<file path="src/rtl/pipe_pkg.sv">
// Shared pipeline definitions: write-back control bit positions, the layout of
// the return word pushed by the memory stage, and the return-sequencer states.
package pipe_pkg;

  localparam int WB_REGWRITE = 1;
  localparam int WB_MEMTOREG = 0;

  localparam int FLAGS_MSB = 31;
  localparam int FLAGS_LSB = 28;
  localparam int PC_MSB    = 27;

  localparam int FLUSH_CYCLES_DEFAULT = 3;

  typedef enum logic [1:0] {
    ST_IDLE     = 2'd0,
    ST_REDIRECT = 2'd1,
    ST_DRAIN    = 2'd2
  } ret_state_e;

endpackage

</file>
<file path="src/rtl/return_sequencer.sv">
// RET/RTI control-flow return: unpacks the popped {flags, pc} word, issues the
// one-cycle PC/flag load strobes and holds flush for FLUSH_CYCLES+1 cycles.
module return_sequencer
  import pipe_pkg::*;
#(
  parameter int FLUSH_CYCLES = FLUSH_CYCLES_DEFAULT
) (
  input  logic        clk,
  input  logic        i_reset,
  input  logic        i_start,
  input  logic        i_rti,
  input  logic [31:0] i_word,
  output logic        o_pcLoad,
  output logic [31:0] o_newPc,
  output logic        o_flagsLoad,
  output logic [3:0]  o_flags,
  output logic        o_flush,
  output logic        o_busy,
  output logic [1:0]  o_state
);

  ret_state_e  state_q, state_d;
  logic [3:0]  cnt_q, cnt_d;
  logic [31:0] new_pc_q, new_pc_d;
  logic [3:0]  flags_q, flags_d;
  logic        rti_q, rti_d;

  always_ff @(posedge clk) begin
    if (i_reset) begin
      state_q  <= ST_IDLE;
      cnt_q    <= 4'd0;
      new_pc_q <= 32'd0;
      flags_q  <= 4'd0;
      rti_q    <= 1'b0;
    end else begin
      state_q  <= state_d;
      cnt_q    <= cnt_d;
      new_pc_q <= new_pc_d;
      flags_q  <= flags_d;
      rti_q    <= rti_d;
    end
  end

  // A start request is only honoured from IDLE; returns seen while busy are squashed.
  always_comb begin
    state_d  = state_q;
    cnt_d    = cnt_q;
    new_pc_d = new_pc_q;
    flags_d  = flags_q;
    rti_d    = rti_q;
    case (state_q)
      ST_IDLE: begin
        if (i_start) begin
          state_d  = ST_REDIRECT;
          new_pc_d = {4'b0000, i_word[PC_MSB:0]};
          flags_d  = i_word[FLAGS_MSB:FLAGS_LSB];
          rti_d    = i_rti;
        end
      end
      ST_REDIRECT: begin
        state_d = ST_DRAIN;
        cnt_d   = 4'(FLUSH_CYCLES - 1);
      end
      ST_DRAIN: begin
        if (cnt_q == 4'd0) begin
          state_d = ST_IDLE;
        end else begin
          cnt_d = cnt_q - 4'd1;
        end
      end
      default: state_d = ST_IDLE;
    endcase
  end

  always_comb begin
    o_pcLoad    = (state_q == ST_REDIRECT);
    o_flagsLoad = (state_q == ST_REDIRECT) & rti_q;
    o_flush     = (state_q != ST_IDLE);
    o_busy      = (state_q != ST_IDLE);
    o_newPc     = new_pc_q;
    o_flags     = flags_q;
    o_state     = state_q;
  end

endmodule

</file>
<file path="src/rtl/wb_stage.sv">
// Write-back stage: MEM/WB pipeline register, ALU/memory write-data select,
// and the RET/RTI return sequencer.
module wb_stage
  import pipe_pkg::*;
#(
  parameter int FLUSH_CYCLES = FLUSH_CYCLES_DEFAULT
) (
  input  logic        clk,
  input  logic        i_reset,
  input  logic        i_valid,
  input  logic        i_stall,
  input  logic [1:0]  i_wb,
  input  logic [15:0] i_aluData,
  input  logic [31:0] i_memData,
  input  logic [2:0]  i_rdst,
  input  logic        i_isRet,
  input  logic        i_isRti,
  output logic        o_regWrite,
  output logic [2:0]  o_rdst,
  output logic [15:0] o_wbData,
  output logic        o_pcLoad,
  output logic [31:0] o_newPc,
  output logic        o_flagsLoad,
  output logic [3:0]  o_flags,
  output logic        o_flush,
  output logic        o_busy,
  output logic [1:0]  o_state
);

  logic        valid_q;
  logic [1:0]  wb_q;
  logic [15:0] alu_q;
  logic [31:0] mem_q;
  logic [2:0]  rdst_q;
  logic        is_ret_q;
  logic        is_rti_q;
  logic        capture;
  logic        start;

  assign capture = ~i_stall;
  assign start   = capture & i_valid & (i_isRet | i_isRti);

  // Anything captured while a return sequence is running is a squashed younger op.
  always_ff @(posedge clk) begin
    if (i_reset) begin
      valid_q  <= 1'b0;
      wb_q     <= 2'b00;
      alu_q    <= 16'd0;
      mem_q    <= 32'd0;
      rdst_q   <= 3'd0;
      is_ret_q <= 1'b0;
      is_rti_q <= 1'b0;
    end else if (capture) begin
      valid_q  <= i_valid & ~o_busy;
      wb_q     <= i_wb;
      alu_q    <= i_aluData;
      mem_q    <= i_memData;
      rdst_q   <= i_rdst;
      is_ret_q <= i_isRet;
      is_rti_q <= i_isRti;
    end
  end

  always_comb begin
    o_regWrite = valid_q & wb_q[WB_REGWRITE] & ~is_ret_q & ~is_rti_q;
    o_wbData   = wb_q[WB_MEMTOREG] ? mem_q[15:0] : alu_q;
    o_rdst     = rdst_q;
  end

  return_sequencer #(
    .FLUSH_CYCLES(FLUSH_CYCLES)
  ) u_return_sequencer (
    .clk         (clk),
    .i_reset     (i_reset),
    .i_start     (start),
    .i_rti       (i_isRti),
    .i_word      (i_memData),
    .o_pcLoad    (o_pcLoad),
    .o_newPc     (o_newPc),
    .o_flagsLoad (o_flagsLoad),
    .o_flags     (o_flags),
    .o_flush     (o_flush),
    .o_busy      (o_busy),
    .o_state     (o_state)
  );

endmodule

</file>
<file path="config.mk">
export PLATFORM = sky130hd
export DESIGN_NAME = wb_stage
export DESIGN_NICKNAME = d
export VERILOG_FILES = /design/src/rtl/pipe_pkg.sv /design/src/rtl/return_sequencer.sv /design/src/rtl/wb_stage.sv
export SDC_FILE = /design/constraint.sdc
export NUM_CORES = 1
export LEC_CHECK = 0
export ABC_AREA = 0
export BUFFER_PORTS_ARGS = -buffer_cell sky130_fd_sc_hd__buf_4
export CAP_MARGIN = 20
export CELL_PAD_IN_SITES_DETAIL_PLACEMENT = 0
export CELL_PAD_IN_SITES_GLOBAL_PLACEMENT = 1
export CORE_MARGIN = 3
export CORE_UTILIZATION = 40
export CTS_CLUSTER_SIZE = 40
export DETAILED_ROUTE_END_ITERATION = 10
export PLACE_DENSITY = 0.92
export SETUP_SLACK_MARGIN = 0.2
export SYNTH_ARGS = -nofsm -noshare
export SYNTH_HDL_FRONTEND = slang
export SYNTH_SLANG_ARGS = --single-unit
</file>
<file path="constraint.sdc">
create_clock -name clk -period 2.5 [get_ports clk]
set_input_delay 0.625 -clock clk [delete_from_list [all_inputs] [get_ports clk]]
set_output_delay 0.625 -clock clk [all_outputs]
set_load 0.01 [all_outputs]
</file>
==> impl_metrics.toml <==
[floorplanning]
coreArea_um2 = 8341
placementRows = 33
dieArea_um2 = 9855
die_h_um = 99.27
initial_core_util = 0.4172
io_pins = 121
chipWidth_um = 99.27

[global_routing]
overflow = 0
grt_pass1_wl_um = 12520
grt_use_total = 0.1568
antenna_found_initial = 0
grt_start_max_net_pins = 57
grt_pass1_vias = 2699

[worst_hold_path]
hp-class = "reg2reg"
hold-path-cell-count = 2

[timing]
tightestPinTransition_ns = 0.6635
setup_viol = 0
fin_crit_sh = 0.8776
finalCriticalPeriod_ns = 2.194
relSlewSlack = 0.5576
max_freq_ghz = 0.4558
skew_ns = 0.01094
maxSlewViolCount = 0
rsz0062_at_grt = "false"
hold_viol_final = 0
finalSetupTns_ns = 0
setup_slack_ns = 0.3060

[route]
via_per_inst = 4.737
vias = 2634
drt-total-wl_um = 7662
drc = 0
drtIter0Drc = 70
wl_per_cell_um = 13.78
antenna_left = 0
drtPass1Iterations = 4

[placement]
place_ws_ns = 0.5863
dp_cells = 540
place_congestion = 0.7475
portBuffers = 116
dp_hpwl_um = 5653

[yosys]
synthDistinctLibCells = 33
synth_commonest_cells = "dfxtp_1 (79), mux2i_1 (72), nand2b_1 (64)"
synth.area.top_cells = "dfxtp_1 (45%), mux2i_1 (21%), nand2b_1 (12%)"
synth_area_um2 = 3480
yosysMostFrequentCell = "dfxtp_1"
synth_flop_cell = "dfxtp_1"
avgSynthCellArea_um2 = 10.29
synth_seq_area_share = 0.4545
syn_inst = 338
yosysTopAreaCell = "dfxtp_1"
async_reset_ff_frac = 0
yosys_register_bits = 79
yosysWarnings = 0
synth_top_area_frac = 0.4545
synth_edf_count = 0

[clocking]
clk_path_buf_depth = 2
tritoncts = "built"
clkTransAtPathRegs_ns = 0.09
cts_root_buf = "clkbuf_8"
clock_latency_ns = 0.34
post_cts_buffers = 0
cts_max_level = 3
cts.sinks = 79
cts_buffers = 9
ctsHoldBuffers = 0

[run]
maxCapViolCount = 0

[critical_path]
end_kind = "output pin"
cpMaxStageDelayCell = "dfxtp_1"
crit_buf_inv = 2
crit_type = "reg2out"
start_kind = "flip-flop"
crit_family = "flip-flops"
critPathArrivalTime_ns = 1.57
critical_path_depth = 3
cp_max_fo = 12
crit_path_frequent_cell = "buf_4"
max_stage_delay_ns = 0.47
crit_chain = "buf_4 > mux2_1 > buf_4"
r2r_cells = 5
required_ns = 1.88

[power_and_ir_drop]
p_leak_uw = 0.002123
p_per_area_nw_per_um2 = 617.8
worst_ir_drop_vdd_uv = 274.8
fin_total_pwr_uw = 2824

[cells_and_area]
final_cells = 556
nets = 506
area.growth.synth_to_final_pct = 31.39
antenna_cells = 0
drive_above_1_share = 0.3215

[run_status]
status = "finished clean"
flip-flops by register name, summed over array words and instances, names as in the netlist:
register,cells
wb_q,2
is_rti_q,1
is_ret_q,1
u_return_sequencer.o_newPc,28
u_return_sequencer.cnt_q,4
u_return_sequencer.o_state,2
u_return_sequencer.o_flags,4
mem_q,16
u_return_sequencer.rti_q,1
o_rdst,3
valid_q,1
alu_q,16
layout by cell type (no fill, tap or decap), drive strengths merged, types with 4 or more instances in the layout:
master  instances
buf           123
dfxtp          79
mux2i          72
nand2b         64
nor2           42
mux2           17
clkbuf          9
inv             9
nand2           4
conb            4
power breakdown:
part | switching [µW] | internal [µW]
logic | 173 | 225
clock network | 486 | 576
registers | 39.5 | 1320
total | 699 | 2130
layout make-up:
cell class / count / area (µm²)
clock buffer: 9 / 123.9
clock inverter: 7 / 102.6
fill: 781 / 3769
inverter: 6 / 22.52
multi-input combinational: 227 / 1687
sequential: 79 / 1582
tap: 105 / 131.4
timing repair buffer: 123 / 923.4
worst min-delay path, delay by kind of cell, from the launching register on:
kind	cells	cell delay, ns
flops	1	0.32
mux	1	0.06
simple gates	1	0.06
timing repair:
action / CTS / global route
endpoints found under the setup margin: 0 / 1
gates resized for setup: 0 / 1
endpoints found under the hold margin: 0 / 0
routing by layer:
layer | up-vias | track usage | share of wire
li1 | 1324 | - | -
met2 | 88 | 0.2624 | 0.48
met4 | 0 | 0.05672 | 0.013
met1 | 1209 | 0.1832 | 0.41
met3 | 13 | 0.05961 | 0.094
met5 | - | 0 | 0
stage by stage:
| step | util | hold WS, ns | instance area (µm²) |
|---|---|---|---|
| after global placement | 0.5207 | 0.4601 | 4343 |
| after global routing | 0.5482 | 0.4881 | 4572 |
| after CTS | 0.5479 | 0.4822 | 4569 |
| after detailed placement | 0.5207 | 0.4606 | 4343 |
| final | 0.5482 | 0.4775 | 4572 |
| after floorplan | - | 0.4559 | 3491 |
cell families after synthesis:
group | Yosys count | synth area share
muxes | 89 | 0.2621
and+or+nand+nor | 122 | 0.1913
DFF | 79 | 0.4545
AOI/OAI and AO/OA | 11 | 0.02230
buffers and inverters | 35 | 0.06509
adders and majority gates | 1 | 0.003595
other | 1 | 0.001078
worst paths after layout:
path                                                                  from                                          to  slack (ns)
worst min register to register  u_return_sequencer.o_newPc[7]$_SDFFE_PP0P_  u_return_sequencer.o_newPc[7]$_SDFFE_PP0P_        0.48
worst max register to register    u_return_sequencer.cnt_q[0]$_SDFFE_PP0P_    u_return_sequencer.cnt_q[0]$_SDFFE_PP0P_        0.80
worst max-delay path                                  wb_q[0]$_SDFFE_PP0N_                                 o_wbData[4]        0.31
worst min-delay path            u_return_sequencer.o_newPc[7]$_SDFFE_PP0P_  u_return_sequencer.o_newPc[7]$_SDFFE_PP0P_        0.48
(Power assumes the default switching activity.)
